[config.mk]
export PLATFORM = sky130hd
export DESIGN_NAME = button_press_classifier_flat
export DESIGN_NICKNAME = d
export VERILOG_FILES = /design/src/rtl/button_press_classifier_if.sv /design/src/rtl/button_press_classifier.sv /design/src/flat_wrapper.sv
export SDC_FILE = /design/constraint.sdc
export NUM_CORES = 1
export LEC_CHECK = 0
export ABC_CLOCK_PERIOD_IN_PS = 5600
export CAP_MARGIN = 5
export CORE_UTILIZATION = 50
export DETAILED_ROUTE_END_ITERATION = 16
export PLACE_DENSITY = 0.67
export SKIP_LAST_GASP = 1
export SYNTH_ARGS = -nofsm -noshare
export SYNTH_HDL_FRONTEND = slang
export SYNTH_SLANG_ARGS = --single-unit
[constraint.sdc]
create_clock -name clk -period 5.6 [get_ports clk]
set_clock_uncertainty 0.1 [all_clocks]
set_input_delay 1.12 -clock clk [delete_from_list [all_inputs] [get_ports clk]]
set_output_delay 1.12 -clock clk [all_outputs]
set_load 0.1 [all_outputs]
[src/rtl/button_press_classifier_if.sv]
// Button front-end bundle: raw button in, classified press code and debounced level out.
interface button_press_classifier_if;
  logic       buttonIn;
  logic [1:0] buttonState;
  logic       pressed;

  modport master (output buttonIn, input buttonState, input pressed);
  modport slave  (input buttonIn, output buttonState, output pressed);
endinterface

[src/rtl/button_press_classifier.sv]
// Synchronises and debounces the setting pushbutton and classifies each press as
// short (code 1) or long (code 2), reported as a single-cycle pulse on buttonState.
module button_press_classifier #(
  parameter int unsigned DEBOUNCE_CYCLES = 1_000_000,
  parameter int unsigned LONG_CYCLES     = 150_000_000,
  parameter bit          BTN_ACTIVE_LOW  = 1'b1
) (
  input logic                      clk,
  input logic                      reset,
  button_press_classifier_if.slave bus
);

  localparam int unsigned DEB_W  = $clog2(DEBOUNCE_CYCLES);
  localparam int unsigned HOLD_W = $clog2(LONG_CYCLES + 1);

  localparam logic [DEB_W-1:0]  DEB_LAST  = DEB_W'(DEBOUNCE_CYCLES - 1);
  localparam logic [HOLD_W-1:0] HOLD_LAST = HOLD_W'(LONG_CYCLES - 1);
  localparam logic [HOLD_W-1:0] HOLD_MAX  = HOLD_W'(LONG_CYCLES);
  localparam logic              REL_LVL   = BTN_ACTIVE_LOW;

  typedef enum logic [2:0] {
    IDLE,
    DEB_PRESS,
    HELD,
    DEB_REL_S,
    LONG_HELD,
    DEB_REL_L
  } state_t;

  state_t              state, state_n;
  logic [1:0]          sync;
  logic                p;
  logic [DEB_W-1:0]    deb_cnt, deb_n;
  logic [HOLD_W-1:0]   hold_cnt, hold_n, hold_inc;
  logic [1:0]          code_q, code_n;

  assign p = BTN_ACTIVE_LOW ? ~sync[1] : sync[1];

  always_ff @(posedge clk) begin
    if (reset) begin
      sync     <= {2{REL_LVL}};
      state    <= IDLE;
      deb_cnt  <= '0;
      hold_cnt <= '0;
      code_q   <= '0;
    end else begin
      sync     <= {sync[0], bus.buttonIn};
      state    <= state_n;
      deb_cnt  <= deb_n;
      hold_cnt <= hold_n;
      code_q   <= code_n;
    end
  end

  // Hold counter saturates so a stuck button can never wrap into a second long code.
  assign hold_inc = (hold_cnt == HOLD_MAX) ? hold_cnt : hold_cnt + HOLD_W'(1);

  always_comb begin
    state_n = state;
    deb_n   = deb_cnt;
    hold_n  = hold_cnt;
    code_n  = '0;
    case (state)
      IDLE: begin
        if (p) begin
          state_n = DEB_PRESS;
          deb_n   = '0;
          hold_n  = '0;
        end
      end
      DEB_PRESS: begin
        hold_n = hold_inc;
        if (!p)                    state_n = IDLE;
        else if (deb_cnt == DEB_LAST) state_n = HELD;
        else                       deb_n = deb_cnt + DEB_W'(1);
      end
      HELD: begin
        if (!p) begin
          state_n = DEB_REL_S;
          deb_n   = '0;
        end else begin
          hold_n = hold_inc;
          if (hold_cnt == HOLD_LAST) begin
            state_n = LONG_HELD;
            code_n  = 2'd2;
          end
        end
      end
      // A release bounce returns to HELD with hold_cnt untouched, so the press keeps its age.
      DEB_REL_S: begin
        if (p)                     state_n = HELD;
        else if (deb_cnt == DEB_LAST) begin
          state_n = IDLE;
          code_n  = 2'd1;
        end else                   deb_n = deb_cnt + DEB_W'(1);
      end
      LONG_HELD: begin
        if (!p) begin
          state_n = DEB_REL_L;
          deb_n   = '0;
        end
      end
      DEB_REL_L: begin
        if (p)                     state_n = LONG_HELD;
        else if (deb_cnt == DEB_LAST) state_n = IDLE;
        else                       deb_n = deb_cnt + DEB_W'(1);
      end
      default: begin
        state_n = IDLE;
        deb_n   = '0;
        hold_n  = '0;
      end
    endcase
  end

  assign bus.buttonState = code_q;
  assign bus.pressed     = (state == HELD) || (state == DEB_REL_S) ||
                           (state == LONG_HELD) || (state == DEB_REL_L);

endmodule
[src/flat_wrapper.sv]
// flat-port wrapper written by rule: the top's interface ports become plain ports
module button_press_classifier_flat 
#(
  parameter int unsigned DEBOUNCE_CYCLES = 1_000_000,
  parameter int unsigned LONG_CYCLES     = 150_000_000,
  parameter bit          BTN_ACTIVE_LOW  = 1'b1
)
  (clk, reset, bus_buttonIn, bus_buttonState, bus_pressed);
  button_press_classifier_if bus_i ();
  input logic clk;
  input logic reset;
  input wire logic [$bits(bus_i.buttonIn)-1:0] bus_buttonIn;
  output wire logic [$bits(bus_i.buttonState)-1:0] bus_buttonState;
  output wire logic [$bits(bus_i.pressed)-1:0] bus_pressed;
  assign bus_i.buttonIn = bus_buttonIn;
  assign bus_buttonState = bus_i.buttonState;
  assign bus_pressed = bus_i.pressed;
  button_press_classifier #(.DEBOUNCE_CYCLES(DEBOUNCE_CYCLES), .LONG_CYCLES(LONG_CYCLES), .BTN_ACTIVE_LOW(BTN_ACTIVE_LOW)) u_core (.clk(clk), .reset(reset), .bus(bus_i));
endmodule
=== After elaboration in Yosys (flattened, before gate mapping) ===
Cells that the tools add are included.
Widths: inputs -> output; s select.

* Register bits after elaboration: 55
* Input port bits: 3

* Multiplexer cells: 25
* Bitwise gates (word level): 1
* Eq/ne operators: 16
* Reduce and logical (&&, ||, !) cells: 10
* Add/sub/neg operators: 2

{| class="wikitable"
|+ Operator list
! cell !! number
|-
| $pmux 28 s4 || 1
|-
| $mux 20 || 5
|-
| $mux 28 || 3
|-
| $pmux 20 s4 || 1
|-
| $eq 28x28->1 const B || 2
|-
| $add 28x1->28 const B || 1
|-
| $mux 3 || 9
|-
| $add 20x1->20 const B || 1
|-
| $eq 20x20->1 const B || 1
|-
| $pmux 3 s6 || 1
|-
| $reduce_and 4->1 || 2
|-
| $eq 3x2->1 const B || 2
|-
| $eq 3x3->1 const B || 2
|-
| $mux 2 || 3
|-
| $ne 2x1->1 const B || 3
|-
| $ne 2x2->1 const B || 3
|-
| $ne 3x1->1 const B || 2
|-
| $pmux 2 s2 || 1
|-
| $reduce_or 2->1 || 2
|-
| $eq 3x1->1 const B || 1
|-
| $logic_not 3->1 || 1
|-
| $logic_or 1x1->1 || 3
|-
| $reduce_and 3->1 || 1
|-
| $reduce_or 3->1 || 1
|-
| 2 further kinds || 2
|}

=== Logic depth before layout (Yosys ltp) ===
Gate-level depths: netlist of the first run.

* Word-level depth: 4
* Mapped depth: 8
* Depth with buffers taken out: 7

=== Least setup slack after synthesis of the first run ===
OpenSTA, ideal clock, no wires.

* Kind: reg-to-output
* Start point: reg u_core.state[1]
* End point: out bus_pressed
* Cell stages (with the launch flop): 4
* Data required time: 4.380 ns
* Path slack: 2.220 ns
* Path buffers: 2
* Arrival: 2.160 ns
* Cell sequence: dfxtp_1 > buf_2 > clkbuf_1 > xor2_1

* Longest elaborated chain between the ends: 4

{| class="wikitable"
|+ RTL lines
! what !! RTL line !! RTL
|-
| from (decl) || button_press_classifier.sv:30 || <nowiki>state_t state, state_n;</nowiki>
|-
| from (signal assigned) || button_press_classifier.sv:48 || <nowiki>state <= state_n;</nowiki>
|-
| $eq 3x2->1 || button_press_classifier.sv:117 || <nowiki>assign bus.pressed = (state == HELD) || (state == DEB_REL_S) ||</nowiki>
|-
| $logic_or 1x1->1 (2 in series) || button_press_classifier.sv:117 ||
|-
| $logic_or 1x1->1 (*) || button_press_classifier.sv:118 || <nowiki>(state == LONG_HELD) || (state == DEB_REL_L);</nowiki>
|-
| to (decl) || flat_wrapper.sv:14 || <nowiki>output wire logic [$bits(bus_i.pressed)-1:0] bus_pressed;</nowiki>
|}

Every way passes the cells marked *; elsewhere a longest branch is shown, timed or not.

=== Final worst setup path of the first run ===
Ends and elaborated chain as after synthesis.

==> metrics.md, run 1 <==
| Metric | Value |
|---|---|
| Share of layout cells above drive strength 1 | `0.0609` |
| TritonCTS clock tree | `yes` |
| Syn Inst Count | `349` |
| CTS Buf Count | `5` |
| Seq/Total Area, Yosys | `0.386` |
| Yosys reg bits | `55` |
| Clock Latency Late Sink | `0.31 ns` |
| H-tree depth | `2` |
| Slowest cell delay on critical path | `1.15 ns` |
| Initial drt markers | `149` |
| # resized after CTS | `0` |
| Fin. Hold Viols | `0` |
| Ant diodes | `0` |
| Syn nets | `355` |
| Post-CTS setup buffers | `0` |
| Final GP Congestion | `0.830` |
| Syn-to-layout area delta | `6.15%` |
| Synth unique cells | `42` |
| Largest delay share family, worst path | `buffers and inverters` |
| Final nets | `350` |
| Max rail drop VDD | `0.126 mV` |
| Pins Over Slew Limit | `0` |
| Arrival time worst endpoint | `2.27 ns` |
| Clock slew at reported path FFs | `0.09 ns` |
| Die W | `77.5 um` |
| Min-Delay Path Class | `reg -> reg` |
| RSZ-0062 raised after global routing | `no` |
| Fin crit share | `0.623` |
| CP Cell Sequence | `xor2_1, clkdlybuf4s50_1` |
| Largest net degree at the start of global routing | `27` |
| Initial antenna violation count | `0` |
| Final HPWL DP | `4.05 mm` |
| Synthesized area per cell | `8.16 sq um` |
| Slew of the pin with the lowest slew margin | `0.960 ns` |
| Drt drc | `0` |
| Cell area after synthesis | `2850 sq um` |
| Total design power | `0.660 mW` |
| Max clock buf depth | `2` |
| Post-layout util | `0.549` |
| Core box area | `5510 sq um` |
| Die Area | `6000 sq um` |
| Crit-path slowest cell | `clkdlybuf4s50_1` |
| GRT Residual Overflow | `0` |
| Relative slew slack | `0.358` |
| Via/cell ratio | `5.97` |
| Min cycle time layout | `3.49 ns` |
| Total Negative Setup Slacks | `0 ns` |
| Leak | `0.938 nW` |
| Die Y | `77.5 um` |
| Initial Utilization | `0.517` |
| Routed wire per std cell | `14.1 um` |
| Fmax achieved | `287 MHz` |
| Worst setup SP type | `register` |
| Hold-fix buffers, CTS | `0` |
| Number of global-route vias before repair | `2,213` |
| CP Capture Type | `output pin` |
| WP buf/inv | `1` |
| Port Buffer Count | `5` |
| Clk root buf | `clkbuf_8` |
| Post-route ant nets | `0` |
| Gr usage total | `0.205` |
| Crit Path Max Fanout | `16` |
| Global-route wire length before repair | `10.1 mm` |
| Row Count | `27` |
| Outcome | `completed` |
| Worst Path Required | `4.38 ns` |
| First-pass DRT Iterations | `4` |
| WS Path Type | `reg -> out` |
| Via Count | `2,490` |
| Power Density | `218 nW/um^2` |
| Final WL | `5.86 mm` |
| YS warnings | `0` |
| Max_cap viols | `0` |
| IO Count | `6` |
| Final Setup Violations | `0` |
| Clock Sinks | `55` |
-- through the flow --
step                      instance area, sq um  instances  hold slack [ns]  setup slack, ns
after floorplan                           2850        349            0.289             2.22
after global placement                    2920        409            0.297             2.37
after detailed placement                  2920        409            0.298             2.34
after CTS                                 3020        417            0.321             2.10
after global routing                      3020        417            0.331             2.02
final                                     3020        417            0.319             2.11
-- worst paths after layout --
kind	to	cells after the start	startpoint	slack, ns
min reg2reg	u_core.sync[1]	1	u_core.sync[0]	0.32
max reg2reg	u_core.deb_cnt[7]	5	u_core.state[1]	2.83
max	bus_pressed	2	u_core.state[1]	2.11
min	u_core.sync[1]	1	u_core.sync[0]	0.32
-- state kept, by name, indices dropped and copies added (netlist names) --
register / flops
u_core.hold_cnt: 28
u_core.deb_cnt: 20
u_core.state: 3
u_core.bus.buttonState: 2
u_core.sync: 2
-- area by class of cell --
cell class                 count  area [sq um]
multi-input combinational    271          1650
sequential                    55          1100
clock buffer                   8           100
tap                           72          90.1
timing repair buffer           7          65.1
fill                         521          2480
inverter                       4          15.0
-- Yosys cell counts (all sizes together) --
| cell type | instances | share of area |
|---|---|---|
| nand4b | 3 | 0.0092 |
| nand4 | 17 | 0.037 |
| nand3 | 28 | 0.049 |
| nor2b | 2 | 0.0044 |
| a21oi | 30 | 0.058 |
| inv | 4 | 0.0053 |
| mux2i | 1 | 0.0035 |
| nand2b | 2 | 0.0044 |
| or4 | 13 | 0.037 |
| ha | 3 | 0.013 |
| o21a | 6 | 0.016 |
| nand3b | 2 | 0.0053 |
| nand2 | 27 | 0.036 |
| nor3 | 6 | 0.011 |
| nor4bb | 1 | 0.0035 |
| a211oi | 1 | 0.0026 |
| xnor2 | 1 | 0.0031 |
| clkbuf | 16 | 0.021 |
| o2111ai | 1 | 0.0031 |
| o21ai | 28 | 0.049 |
| o211ai | 6 | 0.016 |
| or2 | 3 | 0.0066 |
| nor4 | 6 | 0.013 |
| and3 | 6 | 0.013 |
| buf | 3 | 0.0070 |
| or3 | 25 | 0.055 |
| nor4b | 5 | 0.015 |
| xor2 | 15 | 0.046 |
| dfxtp | 55 | 0.39 |
| and2 | 4 | 0.0088 |
| and4 | 6 | 0.018 |
| o31a | 1 | 0.0031 |
| o31ai | 4 | 0.015 |
| nor2 | 18 | 0.024 |
-- cell usage in the layout, fill, tap and decap left out, types with 7 or more instances in the layout --
master	count
a21oi_1	26
clkbuf_8	7
dfxtp_1	55
nand2_1	27
nand3_1	28
nand4_1	17
nor2_1	18
o21ai_0	24
or3_1	24
or4_1	10
xor2_1	15
-- routing by layer --
metal  GRT usage  share of wire  vias up
li1            -              -     1289
met4      0.0566          0.012        0
met2       0.337           0.46       29
met5           0              0        -
met3      0.0424          0.026        6
met1       0.271           0.50     1166
-- cell families after synthesis --
family	share of synthesized area
flip-flops	0.386
adder cells (fa/ha/maj)	0.0132
AND/OR/NAND/NOR	0.351
AO/OA/AOI/OAI	0.163
multiplexers	0.00351
XOR/XNOR	0.0492
buffers and inverters	0.0334
-- power breakdown --
group          leakage [nW]  internal, mW  switching, mW
Clock                0.0515         0.113          0.127
Sequential            0.444         0.393        0.00250
Combinational         0.443       0.00684         0.0172
No activity file was read; power rests on OpenSTA's default activity.
==> run 2: changes to the inputs <==
--- a/config.mk
+++ b/config.mk
@@ -5,7 +5,7 @@
 export SDC_FILE = /design/constraint.sdc
 export NUM_CORES = 1
 export LEC_CHECK = 0
-export ABC_CLOCK_PERIOD_IN_PS = 5600
+export ABC_CLOCK_PERIOD_IN_PS = 3600
 export CAP_MARGIN = 5
 export CORE_UTILIZATION = 50
 export DETAILED_ROUTE_END_ITERATION = 16
==> constraint.sdc (replaced) <==
create_clock -name clk -period 3.6 [get_ports clk]
set_clock_uncertainty 0.1 [all_clocks]
set_input_delay 0.72 -clock clk [delete_from_list [all_inputs] [get_ports clk]]
set_output_delay 0.72 -clock clk [all_outputs]
set_load 0.1 [all_outputs]
==> run 2 against run 1 <==
- first-iteration DRC count shrank 13%
- combinational power grew 70%
- sequential share of layout area shrank 0.24 points
- critical path depth shrank 1
==> metrics.md, run 2 (synthesis gave the netlist of run 1 again) <==
| Metric | Value |
|---|---|
| Launching point of the worst reg2reg path | `u_core.deb_cnt[0] (was u_core.state[1])` |
| Largest delay share family, worst path | `buffers and inverters (unchanged)` |
| Ant diodes | `0 (unchanged)` |
| Hold depth | `1 (unchanged)` |
| Worst Reg-to-Reg Cells | `7 (was 5)` |
| Initial antenna violation count | `0 (unchanged)` |
| R2r setup slk | `1.03 ns (was 2.83 ns)` |
| Most common cell after layout, fill and taps aside | `dfxtp_1 (unchanged)` |
| CP Cell Sequence | `clkdlybuf4s50_1 (was xor2_1, clkdlybuf4s50_1)` |
| Final HPWL DP | `4.08 mm (was 4.05 mm)` |
| First-pass DRT Iterations | `5 (was 4)` |
| Outcome | `completed (unchanged)` |
| Clock Latency Late Sink | `0.31 ns (about the same)` |
| # resized after CTS | `0 (unchanged)` |
| Leak | `0.955 nW (was 0.938 nW)` |
| Pins Over Slew Limit | `0 (unchanged)` |
| Post-Route Hold Slack | `0.325 ns (was 0.319 ns)` |
| WS Path Type | `reg -> out (unchanged)` |
| Max_cap viols | `0 (unchanged)` |
| Min-Delay Path Class | `reg -> reg (unchanged)` |
| WP buf/inv | `1 (unchanged)` |
| Global-route wire length before repair | `10.4 mm (was 10.1 mm)` |
| Die Y | `77.5 um (unchanged)` |
| Top reg by flops | `u_core.hold_cnt (unchanged)` |
| Port Buffer Count | `5 (unchanged)` |
| Fin. Hold Viols | `0 (unchanged)` |
| TritonCTS clock tree | `yes (unchanged)` |
| Total Negative Setup Slacks | `0 ns (unchanged)` |
| Clock Sinks | `55 (unchanged)` |
| Layout Cells excl Fill | `422 (was 417)` |
| Power Density | `325 nW/um^2 (was 218 nW/um^2)` |
| Worst hold endpoint | `u_core.sync[1] (unchanged)` |
| Top flop regs | `u_core.hold_cnt (28), u_core.deb_cnt (20), u_core.state (3) (unchanged)` |
| Multi-input gate area | `1650 sq um (unchanged)` |
| Crit Path Max Fanout | `1 (was 16)` |
| CP Capture Type | `output pin (unchanged)` |
| Routed wire per std cell | `13.6 um (was 14.1 um)` |
| Post-CTS setup buffers | `0 (unchanged)` |
| Initial Utilization | `0.517 (unchanged)` |
| Die W | `77.5 um (unchanged)` |
| Clk root buf | `clkbuf_8 (unchanged)` |
| Slowest cell delay on critical path | `1.13 ns (was 1.15 ns)` |
| Min cycle time layout | `2.57 ns` |
| Max reg flops | `28 (unchanged)` |
| Register Area | `1100 sq um (unchanged)` |
| Crit-path slowest cell | `clkdlybuf4s50_1 (unchanged)` |
| Worst setup SP type | `register (unchanged)` |
| Worst r2r dst | `u_core.deb_cnt[7] (unchanged)` |
| Hold-fix buffers, CTS | `0 (unchanged)` |
| Via Count | `2,509 (was 2,490)` |
| IO Count | `6 (unchanged)` |
| Fmax achieved | `389 MHz` |
| RSZ-0062 raised after global routing | `no (unchanged)` |
| Placed cells | `414 (was 409)` |
| Filler cells | `529 (was 521)` |
| Fin crit share | `0.714` |
| Final WL | `5.75 mm (was 5.86 mm)` |
| Arrival time worst endpoint | `1.75 ns (was 2.27 ns)` |
| Row Count | `27 (unchanged)` |
| Worst Path Required | `2.78 ns (was 4.38 ns)` |
| Drt drc | `0 (unchanged)` |
| Largest net degree at the start of global routing | `17 (was 27)` |
| GRT Residual Overflow | `0 (unchanged)` |
| Post-route ant nets | `0 (unchanged)` |
| Final GP Congestion | `0.848 (was 0.830)` |
| Syn-to-layout area delta | `6.85% (was 6.15%)` |
| Worst Min Path Start | `u_core.sync[0] (unchanged)` |
| Die Area | `6000 sq um (unchanged)` |
| Slew of the pin with the lowest slew margin | `0.970 ns (was 0.960 ns)` |
| Most frequent cells in the layout | `55 x dfxtp_1, 28 x nand3_1, 27 x nand2_1 (unchanged)` |
| Initial drt markers | `130 (was 149)` |
| Max rail drop VDD | `0.168 mV (was 0.126 mV)` |
| Total design power | `0.991 mW (was 0.660 mW)` |
| Clock slew at reported path FFs | `0.09 ns (about the same)` |
| Final Setup Violations | `0 (unchanged)` |
| Post-layout util | `0.553 (was 0.549)` |
| CTS Buf Count | `5 (unchanged)` |
| Via/cell ratio | `5.95 (was 5.97)` |
| Final nets | `355 (was 350)` |
| Number of global-route vias before repair | `2,279 (was 2,213)` |
| Relative slew slack | `0.351 (was 0.358)` |
| Share of layout cells above drive strength 1 | `0.0771 (was 0.0609)` |
| Max clock buf depth | `2 (unchanged)` |
| H-tree depth | `2 (unchanged)` |
| Core box area | `5510 sq um (unchanged)` |
| Gr usage total | `0.213 (was 0.205)` |
run 2: metal layers:
metal	vias up	wire, um	track usage	part of all wire
met5	-	0	0	0
met2	23	2700	0.338	0.47
met3	7	139	0.0400	0.024
met4	0	80	0.0698	0.014
li1	1305	-	-	-
met1	1174	2830	0.289	0.49
run 2: area by class of cell:
class                   count  share of cell area
inverters                   4             0.00493
multi-input cells         271               0.543
flip-flops and latches     55               0.362
clock buffers               6              0.0238
repair buffers             12              0.0329
clock inverters             2             0.00411
well taps                  72              0.0296
run 2: worst max path at each step:
stage | start | end | slack [ns] | cells after the start
final | u_core.bus.buttonState[1] | bus_buttonState[1] | 1.03 | 1
after global routing | u_core.deb_cnt[1] | u_core.deb_cnt[7] | 0.83 | 7
after CTS | u_core.deb_cnt[0] | u_core.deb_cnt[7] | 1.02 | 7
after detailed placement | reset | u_core.deb_cnt[18] | 0.89 | 5
after global placement | reset | u_core.deb_cnt[18] | 0.91 | 5
after floorplan | u_core.state[1] | bus_pressed | 0.62 | 3
run 2: power breakdown:
group	internal (mW)	total, mW	switching, mW
combinational	0.0135	0.0407	0.0272
clock	0.137	0.335	0.199
sequential	0.611	0.615	0.00389
run 2: stage by stage:
step	setup WS [ns]	instance area (sq um)
5_1_grt	0.832	3040
6_report	1.03	3040
3_3_place_gp	0.907	2960
3_5_place_dp	0.888	2960
4_1_cts	1.02	3040
2_1_floorplan	0.620	2850
run 2: worst register-to-register path: stages, from the launching register on:
cell and delay (ns):
dfxtp_1 0.41, ha_1 0.20, nand3_1 0.23, or4_4 0.62
o31ai_4 0.49, buf_4 0.23, o31ai_1 0.09, a21oi_2 0.13
==> run 3: changes to the inputs <==
--- a/config.mk
+++ b/config.mk
@@ -5,11 +5,11 @@
 export SDC_FILE = /design/constraint.sdc
 export NUM_CORES = 1
 export LEC_CHECK = 0
-export ABC_CLOCK_PERIOD_IN_PS = 3600
+export ABC_CLOCK_PERIOD_IN_PS = 2100
 export CAP_MARGIN = 5
 export CORE_UTILIZATION = 50
 export DETAILED_ROUTE_END_ITERATION = 16
-export PLACE_DENSITY = 0.67
+export PLACE_DENSITY = 0.7
 export SKIP_LAST_GASP = 1
 export SYNTH_ARGS = -nofsm -noshare
 export SYNTH_HDL_FRONTEND = slang
==> constraint.sdc (replaced) <==
create_clock -name clk -period 2.1 [get_ports clk]
set_clock_uncertainty 0.1 [all_clocks]
set_input_delay 0.42 -clock clk [delete_from_list [all_inputs] [get_ports clk]]
set_output_delay 0.42 -clock clk [all_outputs]
set_load 0.1 [all_outputs]
==> run 3 against run 2 <==
- clock-buffer cell count is the same
- die area is the same
- combinational power grew 120%
- hold slack lost 0.0031 ns
- flip-flop and latch count is the same
- wire length grew 15%
- clock power grew 120%
- power grew 90%
- via count grew 7.5%
- utilization grew 6.7 points
- cell count grew 8.1%
==> metrics.md, run 3 (synthesis gave the netlist of run 1 again) <==
| Metric | Value |
|---|---|
| Outcome | `completed (unchanged)` |
| Number of global-route vias before repair | `2,657 (was 2,279)` |
| Fin crit share | `1.00` |
| Fin. Hold Viols | `0 (unchanged)` |
| Worst Path Required | `2.24 ns (was 2.78 ns)` |
| Largest net degree at the start of global routing | `26 (was 17)` |
| Final GP Congestion | `0.815 (was 0.848)` |
| Top reg by flops | `u_core.hold_cnt (unchanged)` |
| IO Count | `6 (unchanged)` |
| Core box area | `5510 sq um (unchanged)` |
| Max_cap viols | `0 (unchanged)` |
| Area after DPL | `3210 sq um (was 2960 sq um)` |
| Final Setup Violations | `0 (unchanged)` |
| Clock share of power | `0.395 (was 0.338)` |
| Syn-to-layout area delta | `19.9% (was 6.85%)` |
| Pins Over Slew Limit | `0 (unchanged)` |
| Fmax achieved | `476 MHz` |
| Clock slew at reported path FFs | `0.10 ns (was 0.09 ns)` |
| Leak | `1.18 nW (was 0.955 nW)` |
| Final WL | `6.60 mm (was 5.75 mm)` |
| Port Buffer Count | `5 (unchanged)` |
| Initial drt markers | `155 (was 130)` |
| Global-route wire length before repair | `11.6 mm (was 10.4 mm)` |
| Total design power | `1.89 mW (was 0.991 mW)` |
| CTS Buf Count | `5 (unchanged)` |
| Post-route ant nets | `0 (unchanged)` |
| Routed wire per std cell | `14.5 um (was 13.6 um)` |
| Drt drc | `0 (unchanged)` |
| H-tree depth | `2 (unchanged)` |
| Max clock buf depth | `2 (unchanged)` |
| Initial antenna violation count | `0 (unchanged)` |
| Die W | `77.5 um (unchanged)` |
| Most common cell after layout, fill and taps aside | `dfxtp_1 (unchanged)` |
| Top flop regs | `u_core.hold_cnt (28), u_core.deb_cnt (20), u_core.state (3) (unchanged)` |
| Internal power | `1.47 mW (was 0.761 mW)` |
| Min cycle time layout | `2.10 ns` |
| WS Path Type | `reg -> reg (was reg -> out)` |
| Total Negative Setup Slacks | `0 ns (unchanged)` |
| Clk root buf | `clkbuf_8 (unchanged)` |
| Clock Sinks | `55 (unchanged)` |
| Final HPWL DP | `4.66 mm (was 4.08 mm)` |
| Row Count | `27 (unchanged)` |
| Min-Delay Path Class | `reg -> reg (unchanged)` |
| Sequential power share | `0.558 (was 0.621)` |
| Post-layout util | `0.620 (was 0.553)` |
| TritonCTS clock tree | `yes (unchanged)` |
| Max reg flops | `28 (unchanged)` |
| Worst setup SP type | `register (unchanged)` |
| Combinational share of power | `0.047 (was 0.041)` |
| Switch share | `0.221 (was 0.232)` |
| Post-Route Hold Slack | `0.322 ns (was 0.325 ns)` |
| Arrival time worst endpoint | `2.24 ns (was 1.75 ns)` |
| Hold-fix buffers, CTS | `0 (unchanged)` |
| Ant diodes | `0 (unchanged)` |
| Power Density | `552 nW/um^2 (was 325 nW/um^2)` |
| Share of layout cells above drive strength 1 | `0.198 (was 0.0771)` |
| Most frequent cells in the layout | `50 x dfxtp_1, 41 x buf_4, 27 x nand2_1, 27 x nand3_1, 26 x a21oi_1 (was 55 x dfxtp_1, 28 x nand3_1, 27 x nand2_1)` |
| RSZ-0062 raised after global routing | `yes (was no)` |
| GRT Residual Overflow | `0 (unchanged)` |
| Clock Latency Late Sink | `0.31 ns (about the same)` |
| Crit Path Max Fanout | `11 (was 1)` |
| Final nets | `389 (was 355)` |
| Die Area | `6000 sq um (unchanged)` |
| Die Y | `77.5 um (unchanged)` |
| Slew of the pin with the lowest slew margin | `0.407 ns (was 0.970 ns)` |
| Initial Utilization | `0.517 (unchanged)` |
| Via Count | `2,698 (was 2,509)` |
| Via/cell ratio | `5.92 (was 5.95)` |
| Pre-CTS WS | `-0.161 ns (was 0.888 ns)` |
| Placed cells | `445 (was 414)` |
| Gr usage total | `0.240 (was 0.213)` |
| Max rail drop VDD | `0.317 mV (was 0.168 mV)` |
| CP Capture Type | `register (was output pin)` |
| Relative slew slack | `0.726 (was 0.351)` |
| Final setup margin | `0.000140 ns (was 1.03 ns)` |
| Layout Cells excl Fill | `456 (was 422)` |
| First-pass DRT Iterations | `4 (was 5)` |
| Finished Cell Area | `3420 sq um (was 3040 sq um)` |
| Net Sw Power | `0.417 mW (was 0.230 mW)` |
==> run 3: cell count changes in the layout (fill, tap and decap cells not counted), moves of 2 or more <==
| cell | before | now |
|---|---|---|
| clkdlybuf4s50_1 | 4 | 2 |
| dfxtp_2 | 0 | 5 |
| buf_4 | 8 | 41 |
| dfxtp_1 | 55 | 50 |
| buf_6 | 0 | 2 |
==> run 3: critical path, cell delays in order (launching register included) <==
cell and delay (ns):
dfxtp_1 0.32, or4_1 0.53, or4_4 0.45, o31ai_4 0.24
buf_6 0.17, o31ai_1 0.09, a21oi_2 0.14
==> run 3: power by group through the flow <==
stage	Sequential [mW]	Combinational (mW)	Clock, mW
3_5_place_dp	1.08	0.0853	0
5_1_grt	1.05	0.0979	0.798
4_1_cts	1.05	0.0883	0.754
6_report	1.05	0.0882	0.746
3_3_place_gp	1.08	0.0837	0
2_1_floorplan	1.07	0.0517	0
==> run 3: layer usage <==
layer	vias up	global-route usage	part of all wire
li1	1372	-	-
met1	1262	0.302	0.47
met2	50	0.395	0.48
met3	14	0.0412	0.034
met4	0	0.115	0.019
met5	-	0	0
==> run 3: layout make-up <==
type	count	area, sq um
fill	488	2090
clock buffer	6	82.6
timing repair buffer	46	370
clock inverter	2	35.0
tap	72	90.1
sequential	55	1110
multi-input combinational	271	1720
inverter	4	15.0
==> run 3: worst paths after layout <==
| kind | end | depth (start not counted) | slack, ns | from |
|---|---|---|---|---|
| min reg2reg | u_core.sync[1] | 1 | 0.32 | u_core.sync[0] |
| min | u_core.sync[1] | 1 | 0.32 | u_core.sync[0] |
| max | u_core.deb_cnt[7] | 6 | 0.0001 | u_core.deb_cnt[7] |
| max reg2reg | u_core.deb_cnt[7] | 6 | 0.0001 | u_core.deb_cnt[7] |
==> run 3: timing repair <==
item	in CTS	in global routing
gates resized for setup	11	6
endpoints found under the setup margin	6	25
setup buffers	3	0
cloned	0	0
pin swaps	3	2
